`src/rtl/edge_detect_multi.sv`:
```
// Multi-channel synchronising, glitch-filtered edge detector. Each channel runs a
// sync chain, a stability filter, rise/fall detection, gated pulse, sticky flag and counter.
module edge_detect_multi #(
   parameter int   NUM_CH      = 4,
   parameter int   SYNC_STAGES = 2,
   parameter int   FILT_CYC    = 3,
   parameter int   CNT_W       = 8,
   parameter logic RESET_LVL   = 1'b1
) (
   input  logic                    clk,
   input  logic                    n_rst,
   input  logic [NUM_CH-1:0]       din,
   input  logic                    en,
   input  logic [2*NUM_CH-1:0]     mode,
   input  logic [NUM_CH-1:0]       clr_sticky,
   input  logic [NUM_CH-1:0]       clr_cnt,
   output logic [NUM_CH-1:0]       level,
   output logic [NUM_CH-1:0]       rise,
   output logic [NUM_CH-1:0]       fall,
   output logic [NUM_CH-1:0]       edge_pulse,
   output logic [NUM_CH-1:0]       sticky,
   output logic [NUM_CH*CNT_W-1:0] edge_cnt
);

   localparam int              FC_W    = (FILT_CYC > 1) ? $clog2(FILT_CYC) : 1;
   localparam logic [FC_W-1:0] FC_LAST = FC_W'(FILT_CYC - 1);
   localparam logic [CNT_W-1:0] CNT_MAX = '1;

   typedef enum logic {
      ST_STABLE,
      ST_PENDING
   } filt_state_e;

   for (genvar i = 0; i < NUM_CH; i++) begin : g_ch
      logic [SYNC_STAGES-1:0] sync_q, sync_d;
      logic                   s;
      filt_state_e            state_q, state_d;
      logic [FC_W-1:0]        fc_q, fc_d;
      logic                   accept;
      logic                   level_q, level_d;
      logic                   rise_q, rise_d;
      logic                   fall_q, fall_d;
      logic                   pulse;
      logic                   sticky_q, sticky_d;
      logic [CNT_W-1:0]       cnt_q, cnt_d;

      always_comb begin
         sync_d[0] = din[i];
         for (int k = 1; k < SYNC_STAGES; k++) begin
            sync_d[k] = sync_q[k-1];
         end
      end

      assign s = sync_q[SYNC_STAGES-1];

      always_ff @(posedge clk or negedge n_rst) begin
         if (!n_rst) begin
            sync_q   <= {SYNC_STAGES{RESET_LVL}};
            state_q  <= ST_STABLE;
            fc_q     <= '0;
            level_q  <= RESET_LVL;
            rise_q   <= 1'b0;
            fall_q   <= 1'b0;
            sticky_q <= 1'b0;
            cnt_q    <= '0;
         end else begin
            sync_q   <= sync_d;
            state_q  <= state_d;
            fc_q     <= fc_d;
            level_q  <= level_d;
            rise_q   <= rise_d;
            fall_q   <= fall_d;
            sticky_q <= sticky_d;
            cnt_q    <= cnt_d;
         end
      end

      // A new level is only taken once it has been seen FILT_CYC samples in a row.
      always_comb begin
         state_d = state_q;
         fc_d    = fc_q;
         accept  = 1'b0;
         case (state_q)
            ST_STABLE: begin
               fc_d = '0;
               if (s != level_q) begin
                  if (FILT_CYC == 1) begin
                     accept = 1'b1;
                  end else begin
                     state_d = ST_PENDING;
                     fc_d    = FC_W'(1);
                  end
               end
            end
            ST_PENDING: begin
               if (s == level_q) begin
                  state_d = ST_STABLE;
                  fc_d    = '0;
               end else if (fc_q == FC_LAST) begin
                  accept  = 1'b1;
                  state_d = ST_STABLE;
                  fc_d    = '0;
               end else begin
                  fc_d = fc_q + FC_W'(1);
               end
            end
            default: begin
               state_d = ST_STABLE;
               fc_d    = '0;
            end
         endcase
      end

      assign pulse = en & ((mode[2*i] & rise_q) | (mode[2*i+1] & fall_q));

      always_comb begin
         level_d  = accept ? s : level_q;
         rise_d   = accept & s;
         fall_d   = accept & ~s;
         sticky_d = pulse | (sticky_q & ~clr_sticky[i]);
         cnt_d    = cnt_q;
         if (clr_cnt[i]) begin
            cnt_d = pulse ? CNT_W'(1) : '0;
         end else if (pulse && (cnt_q != CNT_MAX)) begin
            cnt_d = cnt_q + CNT_W'(1);
         end
      end

      assign level[i]                     = level_q;
      assign rise[i]                      = rise_q;
      assign fall[i]                      = fall_q;
      assign edge_pulse[i]                = pulse;
      assign sticky[i]                    = sticky_q;
      assign edge_cnt[CNT_W*i +: CNT_W]   = cnt_q;
   end

endmodule

```
`config.mk`:
```
export PLATFORM = sky130hd
export DESIGN_NAME = edge_detect_multi
export DESIGN_NICKNAME = d
export VERILOG_FILES = /design/src/rtl/edge_detect_multi.sv
export SDC_FILE = /design/constraint.sdc
export NUM_CORES = 1
export LEC_CHECK = 0
export CORE_AREA = 3 3 138 86
export DETAILED_ROUTE_END_ITERATION = 7
export DIE_AREA = 0 0 141 89
export GPL_TIMING_DRIVEN = 0
export PLACE_DENSITY_LB_ADDON = 0.12
export SLEW_MARGIN = 10
export SYNTH_ARGS = -nofsm -noshare
export SYNTH_HDL_FRONTEND = slang
export SYNTH_SLANG_ARGS = --single-unit
```
`constraint.sdc`:
```
create_clock -name clk -period 1.75 [get_ports clk]
set_input_delay 0.35 -clock clk [delete_from_list [all_inputs] [get_ports clk]]
set_output_delay 0.35 -clock clk [all_outputs]
set_load 0.1 [all_outputs]
```
# After elaboration in Yosys (flattened, before gate mapping)
# Cells that the tools add are included.
# op_classes
addsub,8
n_eq_ne,16
n_mux,56
bitwise_logic,44
n_reduce_logical,8
# ops
operator,count
$mux W8,8
$add A8 B1 Y8 const B,4
$mux W1,32
$ne A8 B8 Y1 const B,4
$and A1 B1 Y1,24
$mux W2,8
$pmux W2 S2,4
$not A1 Y1,12
$add A2 B1 Y2 const B,4
$eq A2 B2 Y1 const B,4
$or A1 B1 Y1,8
$pmux W1 S2,4
$reduce_bool A2 Y1,4
$eq A1 B1 Y1,4
$logic_and A1 B1 Y1,4
$ne A1 B1 Y1,4
# totals
reg_bits,68
input_bits,23
wordCells,164

# Logic depth before layout (Yosys ltp)
# Gate-level depths: netlist of run 1.
# logic_depth
word_depth,6
ltp_mapped,6
mapped_depth_nobuf,5

# Worst setup path before layout of run 1
# No wires, ideal clock.
# synth_timing
path_type,flip-flop to flip-flop
from,register g_ch[1].cnt_q[0]
to,register g_ch[1].cnt_q[1]
setup_time_ns,0.129
arrival_time_ns,2.133
required_ns,1.621
slack_ns,-0.513
stages_incl_launch_ff,7
period_less_slack_ns,2.263
path_cell_list,dfrtp_1 -> ha_1 -> nand3_1 -> o211ai_1 -> buf_2 -> mux2i_1 -> nor2_1
# synth_via
elab_chain_cells,3
word_cells_on_any_way,6
classes_between,add/sub (1); eq/ne (1); mux (2); reduce/logical (2)
# synth_rtl
element,line,text
from (decl),45,"logic [CNT_W-1:0] cnt_q, cnt_d;"
from (signal assigned),74,cnt_q <= cnt_d;
$add A8 B1 Y8 / $ne A8 B8 Y1 (equally long branches),"125, 124",
$mux W8 / $logic_and A1 B1 Y1 (equally long branches),124,end else if (pulse && (cnt_q != CNT_MAX)) begin
$mux W8 / $reduce_bool A2 Y1 (equally long branches),--,
# Parallel ways exist; a longest one is shown, timed or not. The select of a mux whose other input is x is not followed.
# A chain may end at the register's enable or synchronous reset.

# Worst setup path in the final report of run 1
# layout_timing
from,register g_ch[2].rise_q
to,output edge_pulse[2]
# layout_via
elab_chain_cells,3
# layout_rtl
element,line,text
from (decl),41,"logic rise_q, rise_d;"
from (signal assigned),71,rise_q <= rise_d;
$and A1 B1 Y1,114,assign pulse = en & ((mode[2*i] & rise_q) | (mode[2*i+1] & fall_q));
$or A1 B1 Y1,114,
$and A1 B1 Y1,114,
to (decl),20,"output logic [NUM_CH-1:0] edge_pulse,"
# No other way between the ends.

==> out/qor.yml, run 1 <==
timing:
  worst_slack_ns: -0.0329
  tightest_slew_ns: 0.554
  clock.fmax_mhz: 561
  setup_violations: 1
  holdWs_ns: 0.354
  finalHoldViolations: 0
  relSlewSlack_pct: 63.3
  fin_tns_setup_ns: -0.0329
  period_share_pct: 102
  slew_violations: 0
  skew_ns: 0.00526
  rsz0062_at_grt: "true"
  post-route-min-period_ns: 1.78
synth:
  synthXorXnorAreaFrac_pct: 1.92
  yosys.cell_types.count: 42
  synthSimpleGateAreaFrac_pct: 19.1
  synth_top_family_by_area: "simple AND/OR/NAND/NOR gates"
  syn_nets: 327
  avgSynthCellArea_um2: 10.6
  synth_adder_area_share_pct: 1.57
  syn_area_um2: 3190
  muxShareOfSynthArea_pct: 2.66
  synth_compound_area_share_pct: 13.6
  ys.warnings.count: 0
  ys_seq_area_share_pct: 53.7
  synth-seq-cells: 68
  syn_inst: 300
floorplan:
  dieArea_um2: 12500
  start_util_pct: 30.0
  core.rowCount: 29
  num_io_pins: 75
  coreArea_um2: 10600
  die_y_um: 89
  die_w_um: 141
cells_and_area:
  instances_no_fill: 543
  syn_to_final_growth_pct: 49.2
  fin_area_um2: 4770
  final_core_util_pct: 44.8
  drive_above_1_share_pct: 43.6
  nets: 426
  final_common_cell: "buf_4"
  diodes: 0
  layout_common_cells: "buf_4 (42), clkdlybuf4s15_2 (39), dfrtp_1 (24), a21oi_1 (21), dfrtp_2 (21)"
pwr:
  leakage_nw: 1.89
  peakVddDrop_uv: 618
  fin_total_pwr_mw: 4.79
  powerDensity_nw_per_um2: 1010
critical_path:
  ff2ff_setup_slack_ns: 0.07
  critPathCaptureType: "primary output"
  max_stage_delay_ns: 0.38
  worstPathMaxFanout: 5
  crit_arrival_ns: 1.43
  r2r_cells: 5
  required_ns: 1.40
  r2r-start: "g_ch[1].cnt_q[0]"
  r2r-end: "g_ch[1].cnt_q[7]"
  cp_slowest_cell: "dfrtp_1"
  cp-start-kind: "flip-flop"
  path_class: "flip-flop to primary output"
  path_cells: "a22o_1, nand2_2, buf_8, inv_8, buf_12"
detailed_routing:
  wl_per_cell_um: 14.4
  drtAntennaViolNets: 0
  drt_wl_total_mm: 7.84
  firstDrtPassIters: 4
  avgViaCountPerCell: 4.80
  drt_iter0_drc: 118
  vias: 2605
  drc: 0
placement:
  io_buffers: 69
  place_congestion: 0.782
  pre_cts_slack_ns: -1.43
  dp_hpwl_mm: 5.36
  placed_area_um2: 4200
  place_inst: 509
cts:
  cts.reportedPaths.clkPinSlew_ns: 0.05
  cts_tree: "yes"
  numCtsBuffers: 9
  h-tree-depth: 3
  root_buffer: "clkbuf_16"
  cts_sinks: 68
  clk_path_buf_depth: 2
  clock_latency_ns: 0.33
run:
  max_cap_violations: 0
global_route:
  grt_usage_pct: 13.1
  overflow: 0
  grt_pass1_vias: 2468
  grt_pass1_wl_mm: 12.7
  grt_start_max_net_pins: 40
  antenna_found_initial: 0
status:
  violations: "setup timing"
  status: "complete, but fails checks"
worst_hold_path:
  hold_depth: 0
  min_from: "g_ch[2].sync_q[0]"
  hold_path.class: "flip-flop to flip-flop"
  whs_endpoint: "g_ch[2].sync_q[1]"
## synth_stat cells
| library cell | count | share of area [%] |
|---|---|---|
| a2111oi_0 | 2 | 0.55 |
| a211oi_1 | 1 | 0.24 |
| a21o_1 | 2 | 0.47 |
| a21oi_1 | 22 | 3.4 |
| a22o_1 | 4 | 1.1 |
| a22oi_1 | 1 | 0.24 |
| a311oi_1 | 1 | 0.27 |
| a31o_2 | 1 | 0.27 |
| and2_1 | 3 | 0.59 |
| and3_1 | 4 | 0.78 |
| and4_1 | 5 | 1.4 |
| and4_4 | 1 | 0.35 |
| buf_1 | 3 | 0.35 |
| buf_2 | 2 | 0.31 |
| buf_4 | 20 | 4.7 |
| buf_6 | 1 | 0.35 |
| clkbuf_1 | 4 | 0.47 |
| dfrtp_1 | 56 | 44 |
| dfstp_2 | 12 | 9.9 |
| ha_1 | 4 | 1.6 |
| inv_1 | 11 | 1.3 |
| mux2_2 | 4 | 1.4 |
| mux2i_1 | 4 | 1.3 |
| nand2_1 | 16 | 1.9 |
| nand2b_1 | 1 | 0.20 |
| nand3_1 | 13 | 2.0 |
| nand3b_1 | 7 | 1.6 |
| nand4_1 | 7 | 1.4 |
| nor2_1 | 12 | 1.4 |
| nor2b_1 | 6 | 1.2 |
| nor3_1 | 7 | 1.1 |
| nor3b_1 | 8 | 1.9 |
| o211ai_1 | 3 | 0.71 |
| o21a_1 | 5 | 1.2 |
| o21ai_0 | 12 | 1.9 |
| o311ai_0 | 2 | 0.55 |
| o31ai_1 | 9 | 2.1 |
| o41ai_1 | 2 | 0.55 |
| or3_1 | 6 | 1.2 |
| or4_1 | 9 | 2.1 |
| xnor2_1 | 6 | 1.6 |
| xor2_1 | 1 | 0.27 |
## kinds of logic (layout without fill, tap and decap cells)
| group | count (synthesis) | in the layout |
|---|---|---|
| AOI/OAI and AO/OA | 67 | 67 |
| xor gates and xnor gates | 7 | 7 |
| adders and majority gates | 4 | 4 |
| buffers and inverters | 41 | 145 |
| DFF | 68 | 68 |
| muxes | 8 | 8 |
| and+or+nand+nor | 105 | 105 |
## state kept, by name, indices dropped and copies added (netlist names)
| name | count |
|---|---|
| g_ch.sticky_q | 4 |
| g_ch.sync_q | 8 |
| g_ch.cnt_q | 32 |
| g_ch.state_q | 4 |
| g_ch.fall_q | 4 |
| g_ch.level_q | 4 |
| g_ch.rise_q | 4 |
| g_ch.fc_q | 8 |
## how the worst max path moves through the flow
stage	startpoint	endpoint	slack, ns	depth (start not counted)
floorplan	g_ch[1].cnt_q[3]	g_ch[1].cnt_q[1]	-0.007	5
global placement	n_rst	g_ch[2].cnt_q[1]	-2.66	1
detailed placement	mode[4]	edge_pulse[2]	-1.43	7
CTS	g_ch[2].rise_q	edge_pulse[2]	-0.21	6
global route	g_ch[2].rise_q	edge_pulse[2]	-0.11	5
finish	g_ch[2].rise_q	edge_pulse[2]	-0.03	5
## what timing repair did
| action | 4_1_cts | 5_1_grt |
|---|---|---|
| gates resized for setup | 216 | 19 |
| hold buffers | 1 | 0 |
| gates cloned | 0 | 1 |
| setup buffers | 7 | 14 |
| setup endpoints to repair | 52 | 19 |
| pin swaps | 3 | 6 |
| endpoints found under the hold margin | 26 | 0 |
## area by class of cell
type / instances / area [um^2]
buffer: 25 / 189
multi-input combinational: 191 / 1320
timing repair buffer: 93 / 960
clock inverter: 1 / 5.00
fill: 1021 / 5860
clock buffer: 15 / 278
sequential: 68 / 1780
tap: 139 / 174
inverter: 11 / 53.8
## metal layers
metal,up-vias,global-route usage [%],wire length [um]
li1,1280,-,-
met1,1264,18.1,4030
met2,53,19.2,3330
met3,8,5.51,397
met4,0,3.34,80
met5,-,0,0
## critical path: cells and delay by family, from the launching register on
kind                   cells  cell delay (ns)
DFF                        1             0.38
buffers and inverters      3             0.32
AOI/OAI and AO/OA          1             0.27
and+or+nand+nor            1             0.12
## power breakdown
part           internal (mW)  switching, mW  leakage, nW
Combinational          0.397          0.718        0.921
Clock                   1.07          0.620        0.140
Sequential              1.82          0.168        0.834
Total                   3.29           1.51         1.89
No activity file was read; power rests on OpenSTA's default activity.
==> run 2: changes to the inputs <==
--- a/config.mk
+++ b/config.mk
@@ -5,12 +5,12 @@
 export SDC_FILE = /design/constraint.sdc
 export NUM_CORES = 1
 export LEC_CHECK = 0
-export CORE_AREA = 3 3 138 86
+export CORE_AREA = 3 3 150 94
 export DETAILED_ROUTE_END_ITERATION = 7
-export DIE_AREA = 0 0 141 89
+export DIE_AREA = 0 0 153 97
 export GPL_TIMING_DRIVEN = 0
 export PLACE_DENSITY_LB_ADDON = 0.12
-export SLEW_MARGIN = 10
+export SLEW_MARGIN = 30
 export SYNTH_ARGS = -nofsm -noshare
 export SYNTH_HDL_FRONTEND = slang
 export SYNTH_SLANG_ARGS = --single-unit
==> out/qor.yml, run 2 (synthesized netlist as in run 1, its figures left out) <==
detailed_routing:
  drt_wl_total_mm: 8.17  # +4.3%
  drc: 0  # unchanged
  drtAntennaViolNets: 0  # unchanged
  avgViaCountPerCell: 4.60  # -4.0%
  vias: 2638  # +1.3%
  firstDrtPassIters: 4  # unchanged
  wl_per_cell_um: 14.3  # -1.2%
  drt_iter0_drc: 116  # -1.7%
cells_and_area:
  layout_common_cells: "buf_4 (43), clkdlybuf4s15_2 (40), dfrtp_1 (24), dfrtp_2 (21), a21oi_1 (19)"
  syn_to_final_growth_pct: 51.2
  diodes: 0  # unchanged
  nets: 425  # -0.23%
  final_common_cell: "buf_4"
  reg_top3: "g_ch.cnt_q (32), g_ch.fc_q (8), g_ch.sync_q (8)"
  drive_above_1_share_pct: 44.7  # +1.1 points
  largest_register_ffs: 32  # unchanged
  largest_register: "g_ch.cnt_q"
floorplan:
  coreArea_um2: 12800  # +20%
  die_w_um: 153  # +8.5%
  num_io_pins: 75  # unchanged
  dieArea_um2: 14800  # +18%
  core.rowCount: 32  # +10%
  start_util_pct: 25.0  # -5.0 points
  die_y_um: 97  # +9.0%
pwr:
  clockPowerShare_pct: 36.1  # +0.8 points
  leakage_nw: 1.89  # -0.23%
  pwr-share-seq_pct: 40.8  # -0.6 points
  intPower_mw: 3.33  # +1.2%
  peakVddDrop_uv: 770  # +25%
  switching_share_pct: 31.7  # +0.23 points
  fin_total_pwr_mw: 4.87  # +1.5%
  powerDensity_nw_per_um2: 1010  # +0.23%
  p_sw_mw: 1.54  # +2.3%
  comb_power_share_pct: 23.0  # -0.3 points
timing:
  holdWs_ns: 0.353  # -0.00100 ns
  rsz0062_at_grt: "true"
  post-route-min-period_ns: 1.75  # -0.0365 ns
  clock.fmax_mhz: 573  # +2.1%
  setup_violations: 0  # -1
  worst_slack_ns: 0.00359  # +0.0365 ns
  skew_ns: 0.00421  # -0.00105 ns
  slew_violations: 0  # unchanged
  finalHoldViolations: 0  # unchanged
  period_share_pct: 99.8  # -2.1 points
  tightest_slew_ns: 0.559  # +0.00539 ns
  relSlewSlack_pct: 62.9  # -0.36 points
global_route:
  grt_usage_pct: 10.8  # -2.4 points
  grt_pass1_vias: 2444  # -0.97%
  grt_pass1_wl_mm: 12.8  # +0.21%
  antenna_found_initial: 0  # unchanged
  grt_start_max_net_pins: 41  # +2.5%
  overflow: 0  # unchanged
worst_hold_path:
  hold_depth: 0  # unchanged
  hold_path.class: "flip-flop to flip-flop"
critical_path:
  path_class: "flip-flop to primary output"
  worstPathMaxFanout: 5  # unchanged
  cp-start-kind: "flip-flop"
  critPathCaptureType: "primary output"
  required_ns: 1.40  # about the same
  r2r_cells: 5  # unchanged
  crit_arrival_ns: 1.40  # -0.03 ns
cts:
  cts.reportedPaths.clkPinSlew_ns: 0.05  # about the same
  clock_latency_ns: 0.33  # about the same
  clk_path_buf_depth: 2  # unchanged
  numCtsBuffers: 9  # unchanged
  h-tree-depth: 3  # unchanged
  root_buffer: "clkbuf_16"
  cts_sinks: 68  # unchanged
  cts_tree: "yes"
placement:
  dp_hpwl_mm: 5.53  # +3.2%
  place_congestion: 0.745  # -4.8%
  pre_cts_slack_ns: -1.45  # -0.0212 ns
  io_buffers: 69  # unchanged
run:
  max_cap_violations: 0  # unchanged
status:
  status: "complete, no violations"
==> run 2: worst paths after layout <==
kind                                   start           endpoint  slack (ns)
max                           g_ch[2].rise_q      edge_pulse[2]       0.004
min                        g_ch[3].sync_q[0]  g_ch[3].sync_q[1]        0.35
max reg2reg                 g_ch[3].cnt_q[0]   g_ch[3].cnt_q[5]        0.04
min reg2reg                g_ch[3].sync_q[0]  g_ch[3].sync_q[1]        0.35
max in group asynchronous              n_rst  g_ch[2].sync_q[0]        0.63
min in group asynchronous              n_rst   g_ch[1].cnt_q[3]        0.50
==> run 2: layout make-up <==
type | instances | area, um^2
timing repair buffer | 92 | 946
clock inverter | 1 | 5.00
fill | 1257 | 7940
buffer | 25 | 185
tap | 170 | 213
multi-input combinational | 191 | 1360
inverter | 11 | 51.3
sequential | 68 | 1780
clock buffer | 15 | 288
==> run 2: critical path: stages (launching register included) <==
cell and delay, ns:
dfrtp_1 0.39, a22o_4 0.28, nand2_8 0.10, inv_6 0.03
buf_6 0.10, buf_12 0.15
==> run 2: what timing repair did <==
action | CTS | global route
pin swaps | 4 | 9
hold buffers | 1 | 0
gates resized for setup | 217 | 18
setup endpoints to repair | 53 | 16
hold endpoints to repair | 25 | 0
gates cloned | 0 | 1
setup buffers | 10 | 11
==> run 2: power by group through the flow <==
stage | registers, mW | clock network (mW) | logic, mW
detailed placement | 2.01 | 0 | 1.12
CTS | 1.99 | 1.84 | 1.13
floorplan | 2.01 | 0 | 0.826
global placement | 2.00 | 0 | 1.11
finish | 1.99 | 1.76 | 1.12
global route | 2.02 | 1.88 | 1.19
==> run 2: through the flow <==
stage,utilization (%),setup TNS (ns),area [um^2],cells
floorplan,-,-0.0118,3320,300
global placement,33.0,-172.89,4220,539
detailed placement,33.2,-17.81,4240,540
finish,37.8,0,4830,573
global route,37.8,-0.139,4830,573
CTS,36.9,-0.236,4710,563
==> run 2: metal layers <==
metal,vias to the layer above,GRT usage [%],part of all wire (%)
li1,1282,-,-
met1,1276,16.1,53
met2,71,13.9,40
met3,9,4.43,6.4
met4,0,3.29,1.2
met5,-,0,0
